### src/rtl/pc_fetch_unit_pkg.sv
// Shared fetch-stage definitions, also used by decode and the hazard unit.
//   fetch_state_e : fetch sequencer state encoding (RUN / MISS / REPLAY)
//   NOP_INSTR     : instruction word used for IF/ID bubbles
//   DEF_RESET_PC  : default PC value after reset
package pc_fetch_unit_pkg;

  typedef enum logic [1:0] {
    ST_RUN    = 2'b00,
    ST_MISS   = 2'b01,
    ST_REPLAY = 2'b10
  } fetch_state_e;

  localparam logic [31:0] NOP_INSTR    = 32'h0000_0000;
  localparam logic [31:0] DEF_RESET_PC = 32'h0000_0000;

endpackage

### src/rtl/pc_fetch_unit_if_id_reg.sv
// IF/ID pipeline register with load enable and flush.
//   clk, rst_n : clock, asynchronous active-low reset
//   load_i     : capture instr_i / pc1_i as a valid instruction
//   flush_i    : insert a bubble (instr=NOP, valid=0); wins over load_i
//   instr_i    : fetched instruction
//   pc1_i      : return address (pc+1) of the fetched instruction
//   instr_o, pc1_o, valid_o : registered IF/ID contents
// With neither load_i nor flush_i the register holds (stall).
module pc_fetch_unit_if_id_reg
  import pc_fetch_unit_pkg::*;
#(
  parameter int unsigned AW = 32,
  parameter int unsigned DW = 32
) (
  input  logic          clk,
  input  logic          rst_n,
  input  logic          load_i,
  input  logic          flush_i,
  input  logic [DW-1:0] instr_i,
  input  logic [AW-1:0] pc1_i,
  output logic [DW-1:0] instr_o,
  output logic [AW-1:0] pc1_o,
  output logic          valid_o
);

  logic [DW-1:0] instr_q;
  logic [AW-1:0] pc1_q;
  logic          valid_q;

  // pc1 is left untouched by a bubble; it is meaningless while valid=0
  always_ff @(posedge clk or negedge rst_n) begin
    if (!rst_n) begin
      instr_q <= DW'(NOP_INSTR);
      pc1_q   <= '0;
      valid_q <= 1'b0;
    end else if (flush_i) begin
      instr_q <= DW'(NOP_INSTR);
      valid_q <= 1'b0;
    end else if (load_i) begin
      instr_q <= instr_i;
      pc1_q   <= pc1_i;
      valid_q <= 1'b1;
    end
  end

  assign instr_o = instr_q;
  assign pc1_o   = pc1_q;
  assign valid_o = valid_q;

endmodule

### src/rtl/pc_fetch_unit.sv
// Fetch-stage sequencer: PC register, cache-miss / stall / branch-flush
// sequencing, IF/ID pipeline register and a saturating miss counter.
//   clk, rst_n   : clock, asynchronous active-low reset
//   next_addr    : next PC from the address generator (sequential or target)
//   pc_plus1     : pc+1 from the address generator (return address)
//   pcsrc        : branch taken, redirect to next_addr
//   hit          : I-cache hit for the current pc
//   instr_in     : I-cache read data for the current pc
//   fill_done    : one-cycle pulse, line fill complete
//   stall        : hazard unit hold of PC and IF/ID
//   pc           : current PC (cache address, generator Add_in)
//   fill_req     : level request to fill the line holding pc
//   if_id_instr, if_id_pc1, if_id_valid : IF/ID register contents
//   miss_cnt     : number of miss episodes, saturating at all-ones
module pc_fetch_unit
  import pc_fetch_unit_pkg::*;
#(
  parameter int unsigned    AW       = 32,
  parameter int unsigned    DW       = 32,
  parameter logic [AW-1:0]  RESET_PC = AW'(DEF_RESET_PC),
  parameter int unsigned    CNT_W    = 16
) (
  input  logic             clk,
  input  logic             rst_n,
  input  logic [AW-1:0]    next_addr,
  input  logic [AW-1:0]    pc_plus1,
  input  logic             pcsrc,
  input  logic             hit,
  input  logic [DW-1:0]    instr_in,
  input  logic             fill_done,
  input  logic             stall,
  output logic [AW-1:0]    pc,
  output logic             fill_req,
  output logic [DW-1:0]    if_id_instr,
  output logic [AW-1:0]    if_id_pc1,
  output logic             if_id_valid,
  output logic [CNT_W-1:0] miss_cnt
);

  fetch_state_e     state_q, state_d;
  logic [AW-1:0]    pc_q, pc_d;
  logic [AW-1:0]    redir_tgt_q, redir_tgt_d;
  logic             redir_pend_q, redir_pend_d;
  logic [CNT_W-1:0] miss_cnt_q, miss_cnt_d;
  logic             ifid_load, ifid_flush;

  function automatic logic [CNT_W-1:0] sat_inc(input logic [CNT_W-1:0] v);
    return (&v) ? v : v + CNT_W'(1);
  endfunction

  always_comb begin
    state_d      = state_q;
    pc_d         = pc_q;
    redir_tgt_d  = redir_tgt_q;
    redir_pend_d = redir_pend_q;
    miss_cnt_d   = miss_cnt_q;
    ifid_load    = 1'b0;
    ifid_flush   = 1'b0;

    case (state_q)
      ST_MISS: begin
        ifid_flush = !stall;
        if (fill_done) begin
          redir_pend_d = 1'b0;
          // A redirect makes the just-filled line irrelevant, so go straight
          // to RUN at the target instead of replaying the old pc.
          if (pcsrc) begin
            pc_d    = next_addr;
            state_d = ST_RUN;
          end else if (redir_pend_q) begin
            pc_d    = redir_tgt_q;
            state_d = ST_RUN;
          end else begin
            state_d = ST_REPLAY;
          end
        end else if (pcsrc) begin
          // The fill keeps running; remember only the latest target
          redir_tgt_d  = next_addr;
          redir_pend_d = 1'b1;
        end
      end

      // RUN and REPLAY share behaviour: REPLAY only exists so the cache
      // gets one cycle to re-read pc after the fill.
      default: begin
        state_d = ST_RUN;
        if (pcsrc) begin
          pc_d       = next_addr;
          ifid_flush = 1'b1;
        end else if (!stall) begin
          if (hit) begin
            pc_d      = next_addr;
            ifid_load = 1'b1;
          end else begin
            state_d    = ST_MISS;
            ifid_flush = 1'b1;
            miss_cnt_d = sat_inc(miss_cnt_q);
          end
        end
      end
    endcase
  end

  always_ff @(posedge clk or negedge rst_n) begin
    if (!rst_n) begin
      state_q      <= ST_RUN;
      pc_q         <= RESET_PC;
      redir_tgt_q  <= '0;
      redir_pend_q <= 1'b0;
      miss_cnt_q   <= '0;
    end else begin
      state_q      <= state_d;
      pc_q         <= pc_d;
      redir_tgt_q  <= redir_tgt_d;
      redir_pend_q <= redir_pend_d;
      miss_cnt_q   <= miss_cnt_d;
    end
  end

  pc_fetch_unit_if_id_reg #(
    .AW(AW),
    .DW(DW)
  ) u_if_id (
    .clk     (clk),
    .rst_n   (rst_n),
    .load_i  (ifid_load),
    .flush_i (ifid_flush),
    .instr_i (instr_in),
    .pc1_i   (pc_plus1),
    .instr_o (if_id_instr),
    .pc1_o   (if_id_pc1),
    .valid_o (if_id_valid)
  );

  assign pc       = pc_q;
  assign fill_req = (state_q == ST_MISS);
  assign miss_cnt = miss_cnt_q;

endmodule

### config.mk
export PLATFORM = sky130hd
export DESIGN_NAME = pc_fetch_unit
export DESIGN_NICKNAME = d
export VERILOG_FILES = /design/src/rtl/pc_fetch_unit_pkg.sv /design/src/rtl/pc_fetch_unit_if_id_reg.sv /design/src/rtl/pc_fetch_unit.sv
export SDC_FILE = /design/constraint.sdc
export NUM_CORES = 1
export LEC_CHECK = 0
export ABC_AREA = 0
export BUFFER_PORTS_ARGS = -buffer_cell sky130_fd_sc_hd__buf_2
export CORE_MARGIN = 1.5
export CORE_UTILIZATION = 50
export DETAILED_ROUTE_END_ITERATION = 12
export GPL_TIMING_DRIVEN = 0
export MAX_ROUTING_LAYER = met4
export PLACE_DENSITY = 0.9
export SYNTH_ARGS = -nofsm -noshare
export SYNTH_HDL_FRONTEND = slang
export SYNTH_SLANG_ARGS = --single-unit
### constraint.sdc
create_clock -name clk -period 2.13 [get_ports clk]
set_input_delay 0.5325 -clock clk [delete_from_list [all_inputs] [get_ports clk]]
set_output_delay 0.5325 -clock clk [all_outputs]
set_load 0.05 [all_outputs]
; ---- Word level (Yosys, flattened, before mapping)
; Index checks and enable logic that the tools add are counted.
[word_totals]
out_inout_bits = 114
in_bits = 102
elab_cells = 58
regBits = 148
[classes]
n_reduce_logical = 10
bitwise = 7
n_eq_ne = 4
n_mux = 28
n_addsub = 1
[op_table]
columns = cell, count
row1 = 32-bit two-way mux, 9
row2 = 16-bit by 1-bit adder with 16-bit output (second input constant), 1
row3 = 16-bit AND reduction, 1
row4 = 1-bit two-way mux, 15
row5 = 2-bit two-way mux, 4
row6 = 1-bit NOT, 7
row7 = 3-bit by 2-bit != test with 1-bit output (second input constant), 2
row8 = 5-bit AND reduction, 1
row9 = 2-bit AND reduction, 2
row10 = 4-bit AND reduction, 1
row11 = 2-bit nonzero test, 2
row12 = 3-bit AND reduction, 1
row13 = 3-bit nonzero test, 1
row14 = 2-bit by 1-bit equality test with 1-bit output (second input constant), 1
row15 = 2-bit != test (second input constant), 1
row16 = 1-bit logical NOT, 1

; ---- Depth between registers and ports, before layout
; Gate-level depths: netlist of run 1.
[logic_depth]
ltp_word = 6
ltp_mapped = 7
ltp_nobuf = 6

; ---- Cells and area by module
; A second synthesis of run 1 with hierarchy kept.
[hier_totals]
cells_unflattened = 436
area_unflattened_um2 = 6513.7
[modules_own_cells]
columns = module, seq_area_each_um2, n_inst, cells_each, area_per_inst_um2
row1 = pc_fetch_unit, 2077.0, 1, 260, 3865.0
row2 = pc_fetch_unit_if_id_reg, 1626.6, 1, 176, 2648.8

; ---- Worst setup path before layout of run 1
; Ideal clock, no wire load.
[synth_timing]
path_type = reg2reg
from = register miss_cnt_q[0] (netlist: miss_cnt[0])
to = register miss_cnt_q[1] (netlist: miss_cnt[1])
arrival_ps = 1850
setup_slack_ps = 155
required_ps = 2005
stages_incl_launch_ff = 6
synth_period_minus_slack_ps = 1975
setup_time_ps = 125
n_path_buf = 0
path_cell_list = dfrtp_1 > ha_1 > nand3_1 > inv_1 > a41oi_4 > mux2_2
[synth_between]
elab_chain_len = 3
elab_cells_between_ends = 4
classes_between = 1 x add/sub / 1 x bitwise / 2 x reduce/logical
[synth_rtl]
columns = item, line
row1 = from (decl), pc_fetch_unit.sv:44  ; logic [CNT_W-1:0] miss_cnt_q, miss_cnt_d;
row2 = from (signal assigned), pc_fetch_unit.sv:116  ; miss_cnt_q <= miss_cnt_d;
row3 = branches (longest 3 deep; another with 16-bit by 1-bit adder with 16-bit output), -
; Several ways; the timed one is not identified.
; A chain may end at the register's enable or synchronous reset.

; ---- Final worst setup path of run 1
[layout_timing]
from = register state_q[1]
to = output port fill_req
[layout_between]
elab_chain_len = 1
[layout_rtl]
columns = item, line
row1 = from (decl), pc_fetch_unit.sv:40  ; fetch_state_e state_q, state_d;
row2 = from (signal assigned), pc_fetch_unit.sv:112  ; state_q <= state_d;
row3 = 2-bit by 1-bit equality test with 1-bit output, pc_fetch_unit.sv:136  ; assign fill_req = (state_q == ST_MISS);
row4 = to (decl), pc_fetch_unit.sv:33  ; output logic fill_req,
; Every way passes these cells.

==> qor.log, run 1 <==
[status] outcome finished with violations
[status] failing checks design-rule violations
[synth] number of instances in the synthesized netlist 435
[route] initial DRC count 351
[sta] endpoints failing hold 0
[grt] GR Util All Layers 24.8%
[clocking] number of buffers added by the clock tree synthesis step 17
[clocking] buffers inserted by post-CTS timing repair 0
[route] per-cell via count in the routed design 5.39
[route] mean routed wirelength per cell 17.6 µm
[grt] global route total overflow 0
[floorplanning] core area 0.0116 mm²
[synth] netlist area before placement 0.00599 mm²
[clocking] Root Buffer sky130_fd_sc_hd__clkbuf_16
[synth] top flip-flop cell by instance count after synthesis sky130_fd_sc_hd__dfrtp_1
[setup_path] number of cells traversed by the worst register-to-register path 6
[synth] number of nets in the synthesized netlist 538
[final_layout] share of layout cells above drive strength 1 49.4%
[synth] sequential element share of the synthesized area 61.8%
[clocking] hold-fix buffer count after cts 0
[synth] cell taking the most area after synthesis sky130_fd_sc_hd__dfrtp_1
[placed_design] final estimated routing congestion in global placement 0.900
[final_layout] utilization of the core after routing 68.2%
[synth] combinational family with the most area after synthesis multiplexers
[synth] fraction of synthesized cell area taken by the top area cell type 61.8%
[setup_path] endpoint arrival time on the critical path 1440 ps
[setup_path] register-to-register setup slack 230 ps
[grt] maximum number of pins on one net before global-route repair 76
[grt] first-pass GRT wire length 23.4 mm
[floorplanning] die height 112 µm
[grt] vias in the first global route 4727
[synth] async set-or-reset flop fraction in the synthesized netlist 100%
[grt] antenna violations before repair 1
[synth] area share of fa/ha/maj cells after synthesis 0.209%
[setup_path] endpoint class of the critical path output pin
[job] Maximum Capacitance Violations 0
[synth] synthesized-area fraction occupied by and/or/nand/nor cells 6.60%
[sta] number of slew-limit violations in the final report 0
[synth] multiplexer share of the synthesized area 17.8%
[synth] warnings from Yosys 0
[setup_path] Max FO, Critical Path 10
[pwr] Max VDD drop 818 µV
[min_path] class of the most critical hold timing path input pin to asynchronous set/reset pin
[clocking] clock-pin slew on the worst setup and hold paths 50 ps
[clocking] worst-skew pair later-pin latency 420 ps
[clocking] number of resized instances in the post-cts repair step 0
[placed_design] Post-DP HPWL 10.8 mm
[floorplanning] Initial Util 51.8%
[pwr] Design Power 9130 µW
[setup_path] element type at the critical path start flop
[setup_path] capture instance of the worst register-to-register path miss_cnt[4]
[synth] library cells used by synthesis 41
[sta] setup repair after global routing missed its margin no
[sta] Final period util 92.8%
[sta] number of failing setup endpoints in the final timing report 0
[floorplanning] overall die width 112 µm
[route] Remaining DRCs 10
[final_layout] fin nets 772
[floorplanning] number of placed I/O pins 216
[setup_path] Worst Setup Path Type flop to output pin
[sta] max_slew headroom 54.0%
[synth] area fraction in compound gates after synthesis 9.37%
[floorplanning] Die ar. 0.0127 mm²
[sta] transition time at the pin with the least slew margin 690 ps
[synth] dominant cells by area after synthesis sky130_fd_sc_hd__dfrtp_1, sky130_fd_sc_hd__mux2_2, sky130_fd_sc_hd__mux2i_1
[clocking] clk sink count 148
[placed_design] Port Buf Inserts 214
[synth] leading cell type by number of instances after synthesis sky130_fd_sc_hd__dfrtp_1
[synth] cell types with the highest counts after synthesis sky130_fd_sc_hd__dfrtp_1, sky130_fd_sc_hd__mux2_2, sky130_fd_sc_hd__nand2_1
[synth] count of flip-flops with a built-in enable after synthesis 0
[route] via count of the routed design 4451
[route] Detail Route Antenna Nets 0
[clocking] clock buffer depth 2
[floorplanning] number of placement rows 39
[sta] achievable frequency 0.506 GHz
[synth] post-synthesis average cell area 13.8 µm²
[pwr] Static Leakage 0.00390 µW
[route] Detailed Route WL 14.5 mm
[final_layout] relative area change from synthesis to final layout 31.6%
[clocking] CTS H-tree depth 4
[synth] post-synthesis share of cell area spent on xor and xnor gates 1.46%
[sta] final clock skew 5.39 ps
[setup_path] Worst Path Required 1600 ps
[clocking] TritonCTS clock tree yes
[setup_path] Reg2Reg Launch Point miss_cnt[0]
[sta] Hold Slack 120 ps
[pwr] power density over the cells 1160 mW/mm²
[synth] post-synthesis register bit count 148
[route] number of optimization iterations in the first detailed-route pass 11
[sta] shortest period the worst path allows 1980 ps
## cell type report
class | instances | area, µm²
multi-input cells | 261 | 2120
clock buffers | 24 | 512
repair buffers | 215 | 1100
diodes | 1 | 2.50
well taps | 143 | 179
clock inverters | 8 | 96.3
inverters | 3 | 11.3
flip-flops and latches | 148 | 3700
plain buffers | 23 | 154
fillers | 829 | 3680
## layout by cell type, fill, tap and decap left out, types with 2 or more instances in the layout
master	count
sky130_fd_sc_hd__xor2_1	3
sky130_fd_sc_hd__mux2_1	3
sky130_fd_sc_hd__buf_6	8
sky130_fd_sc_hd__nand2_1	41
sky130_fd_sc_hd__buf_2	222
sky130_fd_sc_hd__nor3_1	5
sky130_fd_sc_hd__nor2_1	4
sky130_fd_sc_hd__inv_1	2
sky130_fd_sc_hd__dfrtp_1	148
sky130_fd_sc_hd__bufinv_16	2
sky130_fd_sc_hd__mux2_2	62
sky130_fd_sc_hd__nor3_4	2
sky130_fd_sc_hd__nor2_2	2
sky130_fd_sc_hd__a21oi_1	3
sky130_fd_sc_hd__a22o_1	32
sky130_fd_sc_hd__clkinv_2	4
sky130_fd_sc_hd__and3_1	2
sky130_fd_sc_hd__clkbuf_1	7
sky130_fd_sc_hd__a31oi_1	5
sky130_fd_sc_hd__clkbuf_16	17
sky130_fd_sc_hd__nand3_1	4
sky130_fd_sc_hd__clkbuf_8	6
sky130_fd_sc_hd__o21ai_0	32
sky130_fd_sc_hd__xnor2_1	7
sky130_fd_sc_hd__nand4_1	5
sky130_fd_sc_hd__mux2i_1	32
## layer usage
metal / vias to the layer above / global-route usage (%) / routed length (µm)
met3: 37 / 6.64 / 754
li1: 2045 / - / -
met4: 0 / 10.8 / 408
met1: 2204 / 28.8 / 5770
met2: 165 / 40.8 / 7600
met5: - / - / 0
## registers in the layout, summed over array words and instances, names as in the netlist
signal / flops
pc: 32
redir_tgt_q: 32
u_if_id.instr_o: 32
u_if_id.pc1_o: 32
miss_cnt: 16
state_q: 2
redir_pend_q: 1
u_if_id.valid_o: 1
## worst max-delay path: stages, from the launching register on
cell                       delay, ps
sky130_fd_sc_hd__dfrtp_1         360
sky130_fd_sc_hd__nand2b_4        170
sky130_fd_sc_hd__buf_6           150
sky130_fd_sc_hd__inv_2            70
sky130_fd_sc_hd__buf_2           280
## stage by stage
step	setup slack [ps]	TNS (ps)	area [µm²]	std cells
2_1_floorplan	155	0	5990	435
3_3_place_gp	-1360	-198620	7240	792
3_5_place_dp	113	0	7280	793
4_1_cts	138	0	7890	825
5_1_grt	102	0	7890	826
6_report	153	0	7890	826
## where the power goes
part           leakage, µW  switching, µW  total [µW]  internal [µW]
combinational      0.00174           1720        2460            735
clock             0.000302           1100        3000           1900
sequential         0.00186            332        3670           3340
## worst max path at each step
stage,to,cells past startpoint,slack [ps],startpoint
final,fill_req,4,150,state_q[1]
after global routing,fill_req,4,100,state_q[1]
after CTS,fill_req,4,140,state_q[1]
after detailed placement,u_if_id.pc1_o[13],4,110,pcsrc
after global placement,u_if_id.pc1_o[11],1,-1360,rst_n
after floorplan,miss_cnt[1],5,160,miss_cnt[0]
## cells by family (layout without fill, tap and decap cells)
group / Yosys count / in the layout
compound gates: 78 / 78
mux: 98 / 98
buf+inv: 26 / 273
xor+xnor: 10 / 10
other cells: 0 / 1
flops: 148 / 148
fa+ha+maj: 1 / 1
simple gates: 74 / 74
Power figures use the tool's default switching activity.
==> run 2: changes to the inputs <==
--- a/config.mk
+++ b/config.mk
@@ -5,9 +5,8 @@
 export SDC_FILE = /design/constraint.sdc
 export NUM_CORES = 1
 export LEC_CHECK = 0
-export ABC_AREA = 0
+export ABC_AREA = 1
 export BUFFER_PORTS_ARGS = -buffer_cell sky130_fd_sc_hd__buf_2
-export CORE_MARGIN = 1.5
 export CORE_UTILIZATION = 50
 export DETAILED_ROUTE_END_ITERATION = 12
 export GPL_TIMING_DRIVEN = 0
==> qor.log, run 2 <==
[clocking] TritonCTS clock tree yes
[floorplanning] overall die width 115 µm [+2.0%]
[grt] vias in the first global route 5433 [+15%]
[synth] sequential element share of the synthesized area 58.3% [-3.5 points]
[synth] fraction of synthesized cell area taken by the top area cell type 58.3% [-3.5 points]
[route] Detail Route Antenna Nets 0 [unchanged]
[floorplanning] number of placement rows 40 [+2.6%]
[synth] leading cell type by number of instances after synthesis sky130_fd_sc_hd__nand2_1
[route] Detailed Route WL 16.3 mm [+12%]
[route] initial DRC count 410 [+17%]
[clocking] hold-fix buffer count after cts 0 [unchanged]
[pwr] power density over the cells 1090 mW/mm² [-6.1%]
[clocking] number of resized instances in the post-cts repair step 0 [unchanged]
[setup_path] number of cells traversed by the worst register-to-register path 8 [+2]
[sta] Hold Slack 94.9 ps [-25.4 ps]
[setup_path] capture instance of the worst register-to-register path miss_cnt[10]
[synth] number of nets in the synthesized netlist 856 [+59%]
[final_layout] area of all sequential standard cells 0.00370 mm² [unchanged]
[synth] netlist area before placement 0.00635 mm² [+6.0%]
[final_layout] filler instances 988 [+19%]
[clocking] worst-skew pair later-pin latency 420 ps [about the same]
[clocking] clock buffer depth 2 [unchanged]
[synth] warnings from Yosys 0 [unchanged]
[route] mean routed wirelength per cell 13.9 µm [-21%]
[sta] final clock skew 8.11 ps [+2.72 ps]
[setup_path] Worst Path Required 1600 ps [about the same]
[synth] top flip-flop cell by instance count after synthesis sky130_fd_sc_hd__dfrtp_1
[route] number of optimization iterations in the first detailed-route pass 5 [-6]
[synth] library cells used by synthesis 24 [-41%]
[pwr] Max VDD drop 750 µV [-8.4%]
[final_layout] number of diodes added for antenna fixing 0 [-1]
[setup_path] register-to-register setup slack 550 ps [+320 ps]
[sta] Final period util 87.4% [-5.4 points]
[sta] post-route worst setup slack 269 ps [+116 ps]
[clocking] number of buffers added by the clock tree synthesis step 17 [unchanged]
[setup_path] Max FO, Critical Path 3 [-7]
[placed_design] Post-DP HPWL 11.7 mm [+8.8%]
[final_layout] combined area of the multi-input logic cells 0.00221 mm² [+4.2%]
[synth] dominant cells by area after synthesis sky130_fd_sc_hd__dfrtp_1, sky130_fd_sc_hd__nand2_1, sky130_fd_sc_hd__o21ai_0
[synth] post-synthesis average cell area 8.44 µm² [-39%]
[route] per-cell via count in the routed design 4.95 [-8.2%]
[setup_path] element type at the critical path start flop
[floorplanning] number of placed I/O pins 216 [unchanged]
[synth] cell types with the highest counts after synthesis sky130_fd_sc_hd__nand2_1, sky130_fd_sc_hd__dfrtp_1, sky130_fd_sc_hd__nor2_1
[grt] GR Util All Layers 26.2% [+1.4 points]
[floorplanning] die height 115 µm [+2.0%]
[final_layout] relative area change from synthesis to final layout 30.4%
[route] Remaining DRCs 0 [-10]
[sta] max_slew headroom 56.9% [+2.9 points]
[pwr] Static Leakage 0.00468 µW [+20%]
[setup_path] Reg2Reg Launch Point miss_cnt[0]
[placed_design] Placed Area 0.00767 mm² [+5.4%]
[sta] transition time at the pin with the least slew margin 647 ps [-43.5 ps]
[sta] endpoints failing hold 0 [unchanged]
[synth] post-synthesis register bit count 148 [unchanged]
[grt] global route total overflow 0 [unchanged]
[route] via count of the routed design 5782 [+30%]
[placed_design] final estimated routing congestion in global placement 0.807 [-10%]
[status] outcome completed
[floorplanning] core area 0.0122 mm² [+5.6%]
[synth] number of instances in the synthesized netlist 753 [+73%]
[clocking] clock-pin slew on the worst setup and hold paths 60 ps [about the same]
[final_layout] fin nets 1091 [+41%]
[placed_design] setup slack after placement 385 ps [+271 ps]
[synth] cell taking the most area after synthesis sky130_fd_sc_hd__dfrtp_1
[min_path] class of the most critical hold timing path input pin to asynchronous set/reset pin
[final_layout] share of layout cells above drive strength 1 28.5% [-21 points]
[grt] antenna violations before repair 0 [-1]
[floorplanning] Die ar. 0.0132 mm² [+4.0%]
[sta] number of slew-limit violations in the final report 0 [unchanged]
[final_layout] leading cell type in the layout, fill and taps excluded sky130_fd_sc_hd__nand2_1
[sta] setup repair after global routing missed its margin no
[grt] first-pass GRT wire length 25.9 mm [+11%]
[synth] count of flip-flops with a built-in enable after synthesis 0 [unchanged]
[grt] maximum number of pins on one net before global-route repair 79 [+3.9%]
[final_layout] final std cell area, no fill 0.00828 mm² [+5.0%]
[final_layout] utilization of the core after routing 67.8% [-0.38 points]
[setup_path] Worst Setup Path Type flop to output pin
[setup_path] endpoint class of the critical path output pin
[floorplanning] Initial Util 52.0% [+0.20 points]
[job] Maximum Capacitance Violations 0 [unchanged]
[final_layout] leading cell types in the layout, fill and taps excluded sky130_fd_sc_hd__nand2_1, sky130_fd_sc_hd__buf_2, sky130_fd_sc_hd__dfrtp_1, sky130_fd_sc_hd__nor2_1
[sta] shortest period the worst path allows 1860 ps [-116 ps]
[clocking] clk sink count 148 [unchanged]
[clocking] CTS H-tree depth 4 [unchanged]
[synth] async set-or-reset flop fraction in the synthesized netlist 100% [unchanged]
[sta] achievable frequency 0.537 GHz [+6.2%]
[clocking] Root Buffer sky130_fd_sc_hd__clkbuf_16
[setup_path] endpoint arrival time on the critical path 1330 ps [-110 ps]
[sta] number of failing setup endpoints in the final timing report 0 [unchanged]
[placed_design] Port Buf Inserts 215 [+0.47%]
[clocking] buffers inserted by post-CTS timing repair 0 [unchanged]
[run 2: logic make-up (layout without fill, tap and decap cells)]
group | count (synthesis) | in the layout | share of synthesized area (%)
xor gates and xnor gates | 7 | 7 | 0.965
and+or+nand+nor | 401 | 401 | 25.4
AOI/OAI and AO/OA | 104 | 104 | 8.25
adders and majority gates | 1 | 1 | 0.197
buffers and inverters | 92 | 340 | 6.85
DFF | 148 | 148 | 58.3
[run 2: critical path, stage by stage (launching register included)]
cell                      delay [ps]
sky130_fd_sc_hd__dfrtp_1         360
sky130_fd_sc_hd__inv_1            50
sky130_fd_sc_hd__nor2_2          190
sky130_fd_sc_hd__buf_2           310
[run 2: power breakdown]
part	internal, µW	leakage (µW)	switching (µW)
Clock	1910	0.000282	1160
Sequential	3300	0.00187	256
Combinational	576	0.00253	1810
[run 2: final cells by class]
type / instances / area share (%)
buffer: 37 / 2.76
clock buffer: 21 / 5.56
clock inverter: 11 / 1.81
inverter: 55 / 2.49
multi-input combinational: 513 / 26.7
sequential: 148 / 44.7
tap: 168 / 2.54
timing repair buffer: 216 / 13.4
[run 2: worst max path at each step]
stage	depth (start not counted)	slack [ps]	to	startpoint
final	3	270	fill_req	state_q[0]
after floorplan	8	350	miss_cnt[11]	miss_cnt[1]
after detailed placement	8	380	u_if_id.instr_o[20]	pcsrc
after global placement	1	-1530	miss_cnt[9]	rst_n
after global routing	2	210	fill_req	state_q[1]
after CTS	3	240	fill_req	state_q[0]
[run 2: through the flow]
stage | std cells | power, µW | TNS (ps)
4_1_cts | 1169 | 9050 | 0
2_1_floorplan | 753 | 5270 | 0
5_1_grt | 1169 | 9390 | 0
3_5_place_dp | 1137 | 5980 | 0
3_3_place_gp | 1136 | 5900 | -225150
6_report | 1169 | 9000 | 0
[run 2: metal layers]
metal / track usage, % / part of all wire [%]
met1: 32.7 / 43
met2: 41.4 / 49
met3: 5.66 / 5.7
met5: - / 0
met4: 11.2 / 2.9
==> run 3: changes to the inputs <==
--- a/config.mk
+++ b/config.mk
@@ -7,7 +7,9 @@
 export LEC_CHECK = 0
 export ABC_AREA = 1
 export BUFFER_PORTS_ARGS = -buffer_cell sky130_fd_sc_hd__buf_2
+export CAP_MARGIN = 20
 export CORE_UTILIZATION = 50
+export CTS_BUF_LIST = sky130_fd_sc_hd__clkbuf_2
 export DETAILED_ROUTE_END_ITERATION = 12
 export GPL_TIMING_DRIVEN = 0
 export MAX_ROUTING_LAYER = met4
==> qor.log, run 3 (synthesis results as in run 2) <==
[pwr] Max VDD drop 656 µV [-13%]
[grt] first-pass GRT wire length 30.1 mm [+16%]
[placed_design] setup slack after placement 385 ps [unchanged]
[sta] endpoints failing hold 0 [unchanged]
[min_path] class of the most critical hold timing path input pin to flop
[placed_design] Port Buf Inserts 215 [unchanged]
[final_layout] area of all sequential standard cells 0.00370 mm² [about the same]
[sta] shortest period the worst path allows 2020 ps [+157 ps]
[final_layout] filler instances 894 [-9.5%]
[sta] max_slew headroom 56.9% [about the same]
[final_layout] combined area of the multi-input logic cells 0.00222 mm² [+0.23%]
[floorplanning] number of placed I/O pins 216 [unchanged]
[clocking] TritonCTS clock tree yes
[job] Maximum Capacitance Violations 0 [unchanged]
[final_layout] fin nets 1162 [+6.5%]
[placed_design] final estimated routing congestion in global placement 0.807 [unchanged]
[status] outcome completed
[sta] final clock skew 51.6 ps [+43.5 ps]
[setup_path] crit-path cells clkbuf_4
[placed_design] Placed Area 0.00767 mm² [unchanged]
[route] initial DRC count 514 [+25%]
[setup_path] cell at the slowest stage of the critical path sky130_fd_sc_hd__dfrtp_1
[setup_path] stage delay of the slowest cell on the critical path 490 ps [+130 ps]
[route] number of optimization iterations in the first detailed-route pass 5 [unchanged]
[placed_design] Post-DP HPWL 11.7 mm [unchanged]
[route] via count of the routed design 6305 [+9.0%]
[clocking] clk sink count 148 [unchanged]
[final_layout] share of layout cells above drive strength 1 26.9% [-1.6 points]
[sta] setup repair after global routing missed its margin no
[floorplanning] core area 0.0122 mm² [unchanged]
[clocking] number of buffers added by the clock tree synthesis step 17 [unchanged]
[setup_path] Worst Path Required 1600 ps [about the same]
[clocking] clock buffer depth 2 [unchanged]
[route] mean routed wirelength per cell 15.4 µm [+10%]
[setup_path] Worst Setup Path Type flop to output pin
[floorplanning] number of placement rows 40 [unchanged]
[clocking] Root Buffer sky130_fd_sc_hd__clkbuf_2
[route] Detail Route Antenna Nets 0 [unchanged]
[sta] number of failing setup endpoints in the final timing report 0 [unchanged]
[sta] transition time at the pin with the least slew margin 646 ps [-0.589 ps]
[grt] antenna violations before repair 1 [+1]
[final_layout] leading cell types in the layout, fill and taps excluded sky130_fd_sc_hd__nand2_1, sky130_fd_sc_hd__buf_2, sky130_fd_sc_hd__dfrtp_1, sky130_fd_sc_hd__dlygate4sd3_1, sky130_fd_sc_hd__nor2_1
[route] per-cell via count in the routed design 5.08 [+2.7%]
[clocking] CTS H-tree depth 4 [unchanged]
[route] Detailed Route WL 19.1 mm [+17%]
[sta] achievable frequency 0.495 GHz [-7.8%]
[clocking] worst-skew pair later-pin latency 750 ps [+330 ps]
[pwr] Static Leakage 0.00483 µW [+3.2%]
[grt] maximum number of pins on one net before global-route repair 79 [unchanged]
[floorplanning] die height 115 µm [unchanged]
[grt] GR Util All Layers 31.0% [+4.8 points]
[grt] vias in the first global route 6122 [+13%]
[floorplanning] Die ar. 0.0132 mm² [unchanged]
[sta] post-route worst setup slack 111 ps [-157 ps]
[route] Remaining DRCs 0 [unchanged]
[final_layout] final std cell area, no fill 0.00867 mm² [+4.7%]
[setup_path] endpoint class of the critical path output pin
[sta] Final period util 94.8% [+7.4 points]
[final_layout] relative area change from synthesis to final layout 36.6%
[final_layout] leading cell type in the layout, fill and taps excluded sky130_fd_sc_hd__nand2_1
[floorplanning] Initial Util 52.0% [unchanged]
[floorplanning] overall die width 115 µm [unchanged]
[setup_path] Max FO, Critical Path 5 [+2]
[sta] number of slew-limit violations in the final report 0 [unchanged]
[pwr] power density over the cells 897 mW/mm² [-17%]
[grt] global route total overflow 0 [unchanged]
[setup_path] element type at the critical path start flop
[clocking] clock-pin slew on the worst setup and hold paths 220 ps [+160 ps]
[setup_path] endpoint arrival time on the critical path 1490 ps [+160 ps]
[setup_path] cell family contributing the most delay on the critical path flip-flops
[setup_path] CP bufs+invs 1 [-1]
[sta] TNS Setup 0 ps [unchanged]
run 3: changes by cell type in the layout (fill, tap and decap cells not counted), moves of 10 or more:
cell	previous run	this run
sky130_fd_sc_hd__buf_2	226	215
sky130_fd_sc_hd__clkbuf_2	0	19
sky130_fd_sc_hd__clkbuf_16	17	0
sky130_fd_sc_hd__clkbuf_4	0	10
sky130_fd_sc_hd__dlygate4sd3_1	0	69
run 3: layout make-up:
type,instances,share of cell area (%)
antenna,1,0.0288
sequential,148,42.7
timing repair buffer,287,21.3
clock inverter,13,1.82
inverter,55,2.38
buffer,37,2.64
tap,168,2.42
multi-input combinational,513,25.6
clock buffer,19,1.10
run 3: metrics by stage:
step / power [µW] / hold slack, ps / cells / util, %
2_1_floorplan: 5270 / 237 / 753 / -
3_3_place_gp: 5900 / 442 / 1136 / 62.6
3_5_place_dp: 5980 / 453 / 1137 / 62.8
4_1_cts: 7710 / 1.52 / 1225 / 69.6
5_1_grt: 8160 / 3.51 / 1241 / 71.0
6_report: 7780 / 37.1 / 1241 / 71.0
run 3: what timing repair did:
action	in CTS	in global routing
endpoints found under the hold margin	125	14
setup buffers	0	2
resized for setup	3	12
pin swaps	0	1
hold buffers	56	13
endpoints found under the setup margin	1	11
run 3: worst paths after layout:
kind | startpoint | to | slack, ps | depth (start not counted)
max in group asynchronous | rst_n | miss_cnt[1] | 940 | 3
worst max register to register | state_q[0] | pc[17] | 490 | 8
min in group asynchronous | rst_n | u_if_id.instr_o[4] | 330 | 2
worst max-delay path | miss_cnt[6] | miss_cnt[6] | 110 | 1
worst min register to register | redir_pend_q | state_q[1] | 490 | 1
worst min-delay path | pc_plus1[21] | u_if_id.pc1_o[21] | 40 | 3
run 3: power breakdown:
part	internal (µW)	switching, µW
combinational	676	1870
clock	656	1020
sequential	3290	268
total	4620	3160
run 3: metal layers:
layer | vias to the layer above | global-route usage (%) | share of wire, %
met5 | - | - | 0
li1 | 2976 | - | -
met2 | 297 | 48.6 | 50
met1 | 2950 | 36.3 | 39
met3 | 82 | 8.42 | 6.4
met4 | 0 | 17.1 | 4.7
